===== config.mk =====
export PLATFORM = sky130hd
export DESIGN_NAME = load_handler
export DESIGN_NICKNAME = d
export VERILOG_FILES = /design/src/rtl/load_handler.sv
export SDC_FILE = /design/constraint.sdc
export NUM_CORES = 1
export LEC_CHECK = 0
export CORE_ASPECT_RATIO = 0.75
export CORE_UTILIZATION = 49
export DETAILED_ROUTE_END_ITERATION = 8
export PLACE_DENSITY = 0.79
export RECOVER_POWER = 50
export SYNTH_ARGS = -nofsm -noshare
export SYNTH_HDL_FRONTEND = slang
export SYNTH_SLANG_ARGS = --single-unit

===== constraint.sdc =====
create_clock -name clk -period 1.7 [get_ports clk]
set_input_delay 0.34 -clock clk [delete_from_list [all_inputs] [get_ports clk]]
set_output_delay 0.34 -clock clk [all_outputs]
set_load 0.005 [all_outputs]

===== src/rtl/load_handler.sv =====
// load_handler: burst read engine for the synchronous data memory.
// Accepts a start address and a word count, issues one read per cycle,
// follows the memory's fixed read latency with a token shift register, and
// returns each word with a one-cycle valid strobe. The ready flag stays high
// until the requester drops enable.
module load_handler #(
    parameter int unsigned DATA_WIDTH       = 8,
    parameter int unsigned DATA_MEMORY_SIZE = 64,
    parameter int unsigned READ_LATENCY     = 1,
    parameter int unsigned MAX_BURST        = 4,
    localparam int unsigned AW = $clog2(DATA_MEMORY_SIZE),
    localparam int unsigned LW = $clog2(MAX_BURST) + 1
) (
    input  logic                  clk,
    input  logic                  rst_n,
    input  logic                  enable,
    input  logic [AW-1:0]         src_addr,
    input  logic [LW-1:0]         burst_len,
    input  logic [DATA_WIDTH-1:0] mem_data_in,
    output logic [AW-1:0]         addr_out,
    output logic                  rd_en,
    output logic [DATA_WIDTH-1:0] data_out,
    output logic                  data_valid,
    output logic                  ready
);

    typedef enum logic [1:0] {
        IDLE,
        ISSUE,
        DRAIN,
        DONE
    } state_t;

    state_t                  state_q,   state_d;
    logic [LW-1:0]           len_q,     len_d;
    logic [LW-1:0]           iss_cnt_q, iss_cnt_d;
    logic [LW-1:0]           ret_cnt_q, ret_cnt_d;
    logic [READ_LATENCY-1:0] tok_q,     tok_d;
    logic                    rd_en_q,   rd_en_d;
    logic [AW-1:0]           addr_q,    addr_d;
    logic [DATA_WIDTH-1:0]   data_q,    data_d;
    logic                    valid_q,   valid_d;
    logic                    ready_q,   ready_d;

    logic [LW-1:0]           eff_len;
    logic [AW-1:0]           addr_inc;
    logic [READ_LATENCY-1:0] tok_shift;
    logic                    tok_last;

    // Clamp the requested length: zero means one word, oversize means MAX_BURST.
    always_comb begin
        if (burst_len == '0) begin
            eff_len = LW'(1);
        end else if (burst_len > LW'(MAX_BURST)) begin
            eff_len = LW'(MAX_BURST);
        end else begin
            eff_len = burst_len;
        end
    end

    // Next read address, wrapping at the top of memory (also for non-power-of-two sizes).
    always_comb begin
        if (addr_q == AW'(DATA_MEMORY_SIZE - 1)) begin
            addr_inc = '0;
        end else begin
            addr_inc = addr_q + 1'b1;
        end
    end

    // Token pipe advance: a token enters with every registered read strobe.
    if (READ_LATENCY == 1) begin : g_tok_single
        always_comb tok_shift = rd_en_q;
    end else begin : g_tok_multi
        always_comb tok_shift = {tok_q[READ_LATENCY-2:0], rd_en_q};
    end

    // A token at the last stage means mem_data_in holds the matching word this cycle.
    always_comb tok_last = tok_q[READ_LATENCY-1];

    // FSM next-state and registered-output computation.
    always_comb begin
        state_d   = state_q;
        len_d     = len_q;
        iss_cnt_d = iss_cnt_q;
        ret_cnt_d = ret_cnt_q;
        tok_d     = '0;
        rd_en_d   = 1'b0;
        addr_d    = addr_q;
        data_d    = data_q;
        valid_d   = 1'b0;
        ready_d   = 1'b0;

        case (state_q)
            IDLE: begin
                if (enable) begin
                    // First read is launched on the accepting edge so rd_en is
                    // already high in the cycle after the request is sampled.
                    state_d   = ISSUE;
                    len_d     = eff_len;
                    addr_d    = src_addr;
                    rd_en_d   = 1'b1;
                    iss_cnt_d = LW'(1);
                    ret_cnt_d = '0;
                end
            end

            ISSUE: begin
                if (!enable) begin
                    state_d   = IDLE;
                    iss_cnt_d = '0;
                    ret_cnt_d = '0;
                end else begin
                    // Short latencies return data while reads are still issuing.
                    tok_d = tok_shift;
                    if (tok_last) begin
                        data_d    = mem_data_in;
                        valid_d   = 1'b1;
                        ret_cnt_d = ret_cnt_q + 1'b1;
                    end
                    if (iss_cnt_q == len_q) begin
                        state_d = DRAIN;
                    end else begin
                        rd_en_d   = 1'b1;
                        addr_d    = addr_inc;
                        iss_cnt_d = iss_cnt_q + 1'b1;
                    end
                end
            end

            DRAIN: begin
                if (!enable) begin
                    state_d   = IDLE;
                    iss_cnt_d = '0;
                    ret_cnt_d = '0;
                end else if (ret_cnt_q == len_q) begin
                    state_d = DONE;
                    ready_d = 1'b1;
                end else begin
                    tok_d = tok_shift;
                    if (tok_last) begin
                        data_d    = mem_data_in;
                        valid_d   = 1'b1;
                        ret_cnt_d = ret_cnt_q + 1'b1;
                    end
                end
            end

            DONE: begin
                if (!enable) begin
                    state_d   = IDLE;
                    iss_cnt_d = '0;
                    ret_cnt_d = '0;
                end else begin
                    ready_d = 1'b1;
                end
            end

            default: begin
                state_d = IDLE;
            end
        endcase
    end

    // State and output registers with synchronous active-low reset.
    always_ff @(posedge clk) begin
        if (!rst_n) begin
            state_q   <= IDLE;
            len_q     <= '0;
            iss_cnt_q <= '0;
            ret_cnt_q <= '0;
            tok_q     <= '0;
            rd_en_q   <= 1'b0;
            addr_q    <= '0;
            data_q    <= '0;
            valid_q   <= 1'b0;
            ready_q   <= 1'b0;
        end else begin
            state_q   <= state_d;
            len_q     <= len_d;
            iss_cnt_q <= iss_cnt_d;
            ret_cnt_q <= ret_cnt_d;
            tok_q     <= tok_d;
            rd_en_q   <= rd_en_d;
            addr_q    <= addr_d;
            data_q    <= data_d;
            valid_q   <= valid_d;
            ready_q   <= ready_d;
        end
    end

    assign addr_out   = addr_q;
    assign rd_en      = rd_en_q;
    assign data_out   = data_q;
    assign data_valid = valid_q;
    assign ready      = ready_q;

endmodule

==> results of run 1 <==
==> stage by stage <==
stage / setup TNS [ns] / instance area [sq um] / hold slack (ns) / cells / setup slack [ns]
2_1_floorplan: 0 / 1563 / 0.4643 / 180 / 0.1348
3_3_place_gp: -1.501 / 2093 / 0.4799 / 267 / -0.1316
3_5_place_dp: -2.294 / 2093 / 0.4818 / 267 / -0.1759
4_1_cts: 0 / 2178 / 0.4885 / 275 / 0.04577
5_1_grt: -0.002236 / 2180 / 0.4986 / 275 / -0.002236
6_report: 0 / 2180 / 0.4877 / 275 / 0.06617
==> flip-flops by register name, indices dropped and copies added, names as in the netlist, 2 cells and up <==
register and flops:
len_q 3, ret_cnt_q 3, iss_cnt_q 3, addr_out 6, state_q 2, data_out 8
==> final cells by class <==
class,instances,area [sq um]
tap,38,47.55
clock buffer,6,72.57
timing repair buffer,57,526.8
inverter,10,37.54
sequential,29,581.8
multi-input combinational,133,903.4
clock inverter,2,10.01
fill,227,798.3
==> worst max-delay path, stage by stage <==
cell and delay (ns):
clkdlybuf4s50_1 0.59, nand2b_1 0.13, buf_4 0.16, a21oi_1 0.11, o22ai_1 0.11, a31oi_1 0.23
o22ai_1 0.12
==> logic make-up after synthesis <==
group,after synthesis
mux,11
xor+xnor,6
fa+ha+maj,7
compound gates,46
flops,29
simple gates,63
buf+inv,18
==> cell usage after synthesis (all sizes together) (2+ instances only) <==
| library cell | number | area share |
|---|---|---|
| xor2 | 3 | 0.017 |
| nand2 | 25 | 0.060 |
| clkbuf | 4 | 0.0096 |
| o2bb2ai | 2 | 0.011 |
| o211ai | 2 | 0.0096 |
| a21boi | 3 | 0.014 |
| mux2i | 10 | 0.064 |
| nand4 | 4 | 0.016 |
| inv | 10 | 0.024 |
| and3 | 2 | 0.0080 |
| nor3 | 2 | 0.014 |
| a31oi | 2 | 0.018 |
| ha | 7 | 0.056 |
| nand3 | 6 | 0.019 |
| o31ai | 2 | 0.0096 |
| nor2b | 13 | 0.052 |
| xnor2 | 3 | 0.017 |
| o22ai | 6 | 0.024 |
| a21oi | 11 | 0.035 |
| nor2 | 6 | 0.014 |
| dfxtp | 29 | 0.37 |
| buf | 4 | 0.021 |
| o21ai | 7 | 0.022 |
==> final timing paths <==
path,start,endpoint,depth (start not counted)
min reg2reg,rd_en,tok_last,1
min,rd_en,tok_last,1
max,enable,state_q[1],7
max reg2reg,state_q[1],iss_cnt_q[2],6
==> routing by layer <==
metal  wire (um)  up-vias
met2        1902       34
met4         109        0
li1            -      752
met1        1863      703
met3         159       12
met5           0        -
==> timing repair <==
action                                  4_1_cts  5_1_grt
endpoints found under the setup margin        1        5
gates resized for setup                       1        3
buffers inserted                              0        0
==> where the power goes <==
part           internal [W]  leakage (nW)  switching [W]  total (W)
Clock              0.000283        0.0450       0.000265   0.000548
Sequential         0.000716         0.236      0.0000397   0.000755
Combinational      0.000236         0.608       0.000223   0.000459
==> run metrics, run 1 <==
CORE AREA 0.002978 sq mm; busiest grt layer met2; Setup Skew about 0.0021 ns; H-tree levels 2; xor/xnor share of the synthesized area 0.03363; RD Place Congestion ~0.82; Synth Net Count just over 200; Worst-Margin Slew 0.3048 ns; Pwr Density a little over 800 mW/mm^2; CTS Sinks 29; CTS root buf clkbuf_8; DRC 0; nature of the critical path startpoint input port; FP Rows 17; WL/cell 14.67 um; post-synthesis mux area share 0.07126; final max-slew violation count 0; post-synthesis compound-gate area fraction 0.2066; Mean Syn Cell Area slightly below 9 sq um; Die Span Y just over 50 um; ratio of cells with drive above 1 in the final layout 0.1519; Max Cap Violations 0; Gate Count Post-Synth 180; Peak VDD IR around 0.72 mV; M2 GR Usage 0.4133; gr usage total 0.2716; kind of critical path input port to register; Pleak between 0.8 and 0.9 nW; post-synthesis simple-gate area fraction 0.2066; commonest cells after routing, fill and taps aside dfxtp_1 (28), nand2_1 (25), clkdlybuf4s50_1 (23); DRT Pass-1 Iters 4; Post-Syn Area between 0.0015 and 0.002 sq mm; crit path max fanout 7; Final Core Density 0.7319; CTS tree built; die width between 60 and 70 um; Post-DP HPWL a little over 3 mm; outcome completed; number of routed nets with antenna violations 0; async set-reset flop share out of synthesis 0; combinational family with the most area after synthesis simple AND/OR/NAND/NOR gates; Achievable Freq roughly 600 MHz; relative slew slack 0.7961; Synth Area in Adders 0.05604; number of global-route vias before repair ~1,400; CP arrival 1.79 ns; Worst Path Required around 1.9 ns; worst min-delay path class register to register; pin count of the biggest net entering global routing 13; hold buffer count at cts 0; Top FF cell, synth dfxtp_1; Area Overhead vs Synth 39.47%; Final setup viols 0; Netlist cell types 45; Tot Pwr roughly 0.0018 W; # IOs 37; worst-skew pair later-pin latency ~0.28 ns; met3 GRT Util 0.06696; crit path time final 1.634 ns; cts bufs inserted 5; met1 global-route usage 0.3543; Post-synth EDFFs 0; Vias around 1,500; first-pass GRT wire length 6.762 mm; die area about 0.0034 sq mm; CP Capture Type register; initial antenna violation count 0; Yosys warning total 0; Hold Fails Final Rpt 0; total routed wirelength ~4.0 mm; Initial DRC Count 79; sequential area share after synthesis 0.3715; post-route clock period utilization 0.9611; vias per inst around 5.5; IO buf count 36; R2R Setup Slk 0.08 ns; commonest non-fill, non-tap cell in the layout dfxtp_1; flops & latches, synth 29; ANT cells 0; Worst-path clk slew approximately 0.060 ns; CTS Buffer Depth 2; nets@finish roughly 260; Overflow after GRT 0; Initial Util 0.5248
Note: power is estimated with default switching activity, not from simulation.
==> run 2: changes to the inputs <==
Settings changed: CTS_CLUSTER_DIAMETER from default to 80.
==> results of run 2 <==
Final layout, timing and power as in run 1 (identical DEF).
==> edit: new RTL, config.mk and constraints of run 2 <==
Change the parameter `DATA_MEMORY_SIZE` from 64 to 128.
--- a/src/rtl/load_handler.sv
+++ b/src/rtl/load_handler.sv
@@ -5,7 +5,7 @@
 // until the requester drops enable.
 module load_handler #(
     parameter int unsigned DATA_WIDTH       = 8,
-    parameter int unsigned DATA_MEMORY_SIZE = 64,
+    parameter int unsigned DATA_MEMORY_SIZE = 128,
     parameter int unsigned READ_LATENCY     = 1,
     parameter int unsigned MAX_BURST        = 4,
     localparam int unsigned AW = $clog2(DATA_MEMORY_SIZE),
Ports: changed (resized addr_out and src_addr); port bits go from 37 to 39. No check against the original RTL was run, so the function may have changed too.
==> edit against run 2 <==
  * Largest power group unchanged
  * Total power grew 9.6%
  * Design area grew 9.0%
  * Area after synthesis grew 6.8%
  * Global-route usage shrank 1.2 points
  * Sequential power grew 5.6%
  * Largest cell class unchanged
  * Wire length grew 11%
  * Setup slack lost 61 ps
  * Sequential cell count grew 1
==> edit: results <==
[status]
status = finished clean

[global_routing]
grt_max_degree = 17
met3_usage = 0.0615
grt_pass1_wl_um = 7240
antenna_found_initial = 0
grt_pass1_vias = 1600
met2_usage = 0.447
grtUsageMet1 = 0.314
grt_usage = 0.260

[drt]
first_pass_iters = 5
viasPerCell = 5.97
m1WireLength_um = 1850
first_iter_violations = 108
wl_um = 4470
drtAntennaViolNets = 0
top_layer = met4
wl_met3_um = 386
dr_wl_met2_um = 2180

[power_and_ir_drop]
powerDensity_mw_per_mm2 = 813
p_seq_mw = 0.797
vdd_drop_max_mv = 0.644
pg_comb_mw = 0.596
leakage_nw = 0.932
p_sw_frac = 0.304

[logic_synthesis]
synth_mux_area_frac = 0.0607
synthXorXnorAreaFrac = 0.0360
synth_cells = 193
synth_compound_area_frac = 0.232
synth_common_cells = 31 x nand2_1, 30 x dfxtp_1, 13 x a21oi_1, 9 x mux2i_1, 9 x nor2_1
synth.area.top_cells = dfxtp_1 36%, nand2_1 7.0%, mux2i_1 5.4%
syn-num-nets = 221
synth_cell_types = 51
seq_area_frac_synth = 0.360
synth_adder_area_share = 0.0525
async_reset_ff_frac = 0

[setup_path]
slowest_delay_ps = 480
arrival_ps = 1910
reg2reg_from = state_q[0]
slowest_stage = clkdlybuf4s50_1
crit-reg2reg-capture = iss_cnt_q[1]
rrSetupSlack_ps = 20
crit_path_end = ret_cnt_q[2]
crit_family = buffers and inverters
cp_max_fo = 9

[sta]
relSlewSlack = 0.757
finalClockSkew_ps = 1.94

[cts]
cts_root_buf = clkbuf_8
path_clk_slew_ps = 60

[cells_and_area]
finish.net_count = 278
drive_above_1_share = 0.173
fill_cells = 208
layout.cells.non_filler = 287

[placed_design]
dp_hpwl_um = 3330
post_dp_cell_area_mm2 = 0.00221
io_buffers = 38
gp_congestion = 0.836

[min_path]
hold_end = data_out[0]
hold_depth = 2
min_from = data_out[0]
[edit: cell count changes after synthesis, moves of 3 or more]
cell | run 2 | this run
nand2_1 | 25 | 31
nand4_1 | 4 | 0
nor2_1 | 6 | 9
nor2b_1 | 13 | 2
nor3_1 | 1 | 5
xor2_1 | 3 | 0
[edit: per-stage QoR]
step	setup WS [ps]	hold slack, ps	utilization
2_1_floorplan	38.2	450	-
3_3_place_gp	-134	443	0.718
3_5_place_dp	-211	448	0.718
4_1_cts	7.40	464	0.749
5_1_grt	-59.8	481	0.770
6_report	5.05	455	0.770
[edit: layout make-up]
type / instances / area share
clock buffer: 6 / 0.0348
inverter: 7 / 0.0111
multi-input combinational: 147 / 0.450
sequential: 30 / 0.253
tap: 38 / 0.0200
timing repair buffer: 59 / 0.230
[edit: repair_timing]
item | CTS | global route
endpoints found under the setup margin | 4 | 18
endpoints found under the hold margin | 0 | 0
pin swaps | 0 | 2
resized for setup | 3 | 12
setup buffers | 0 | 1
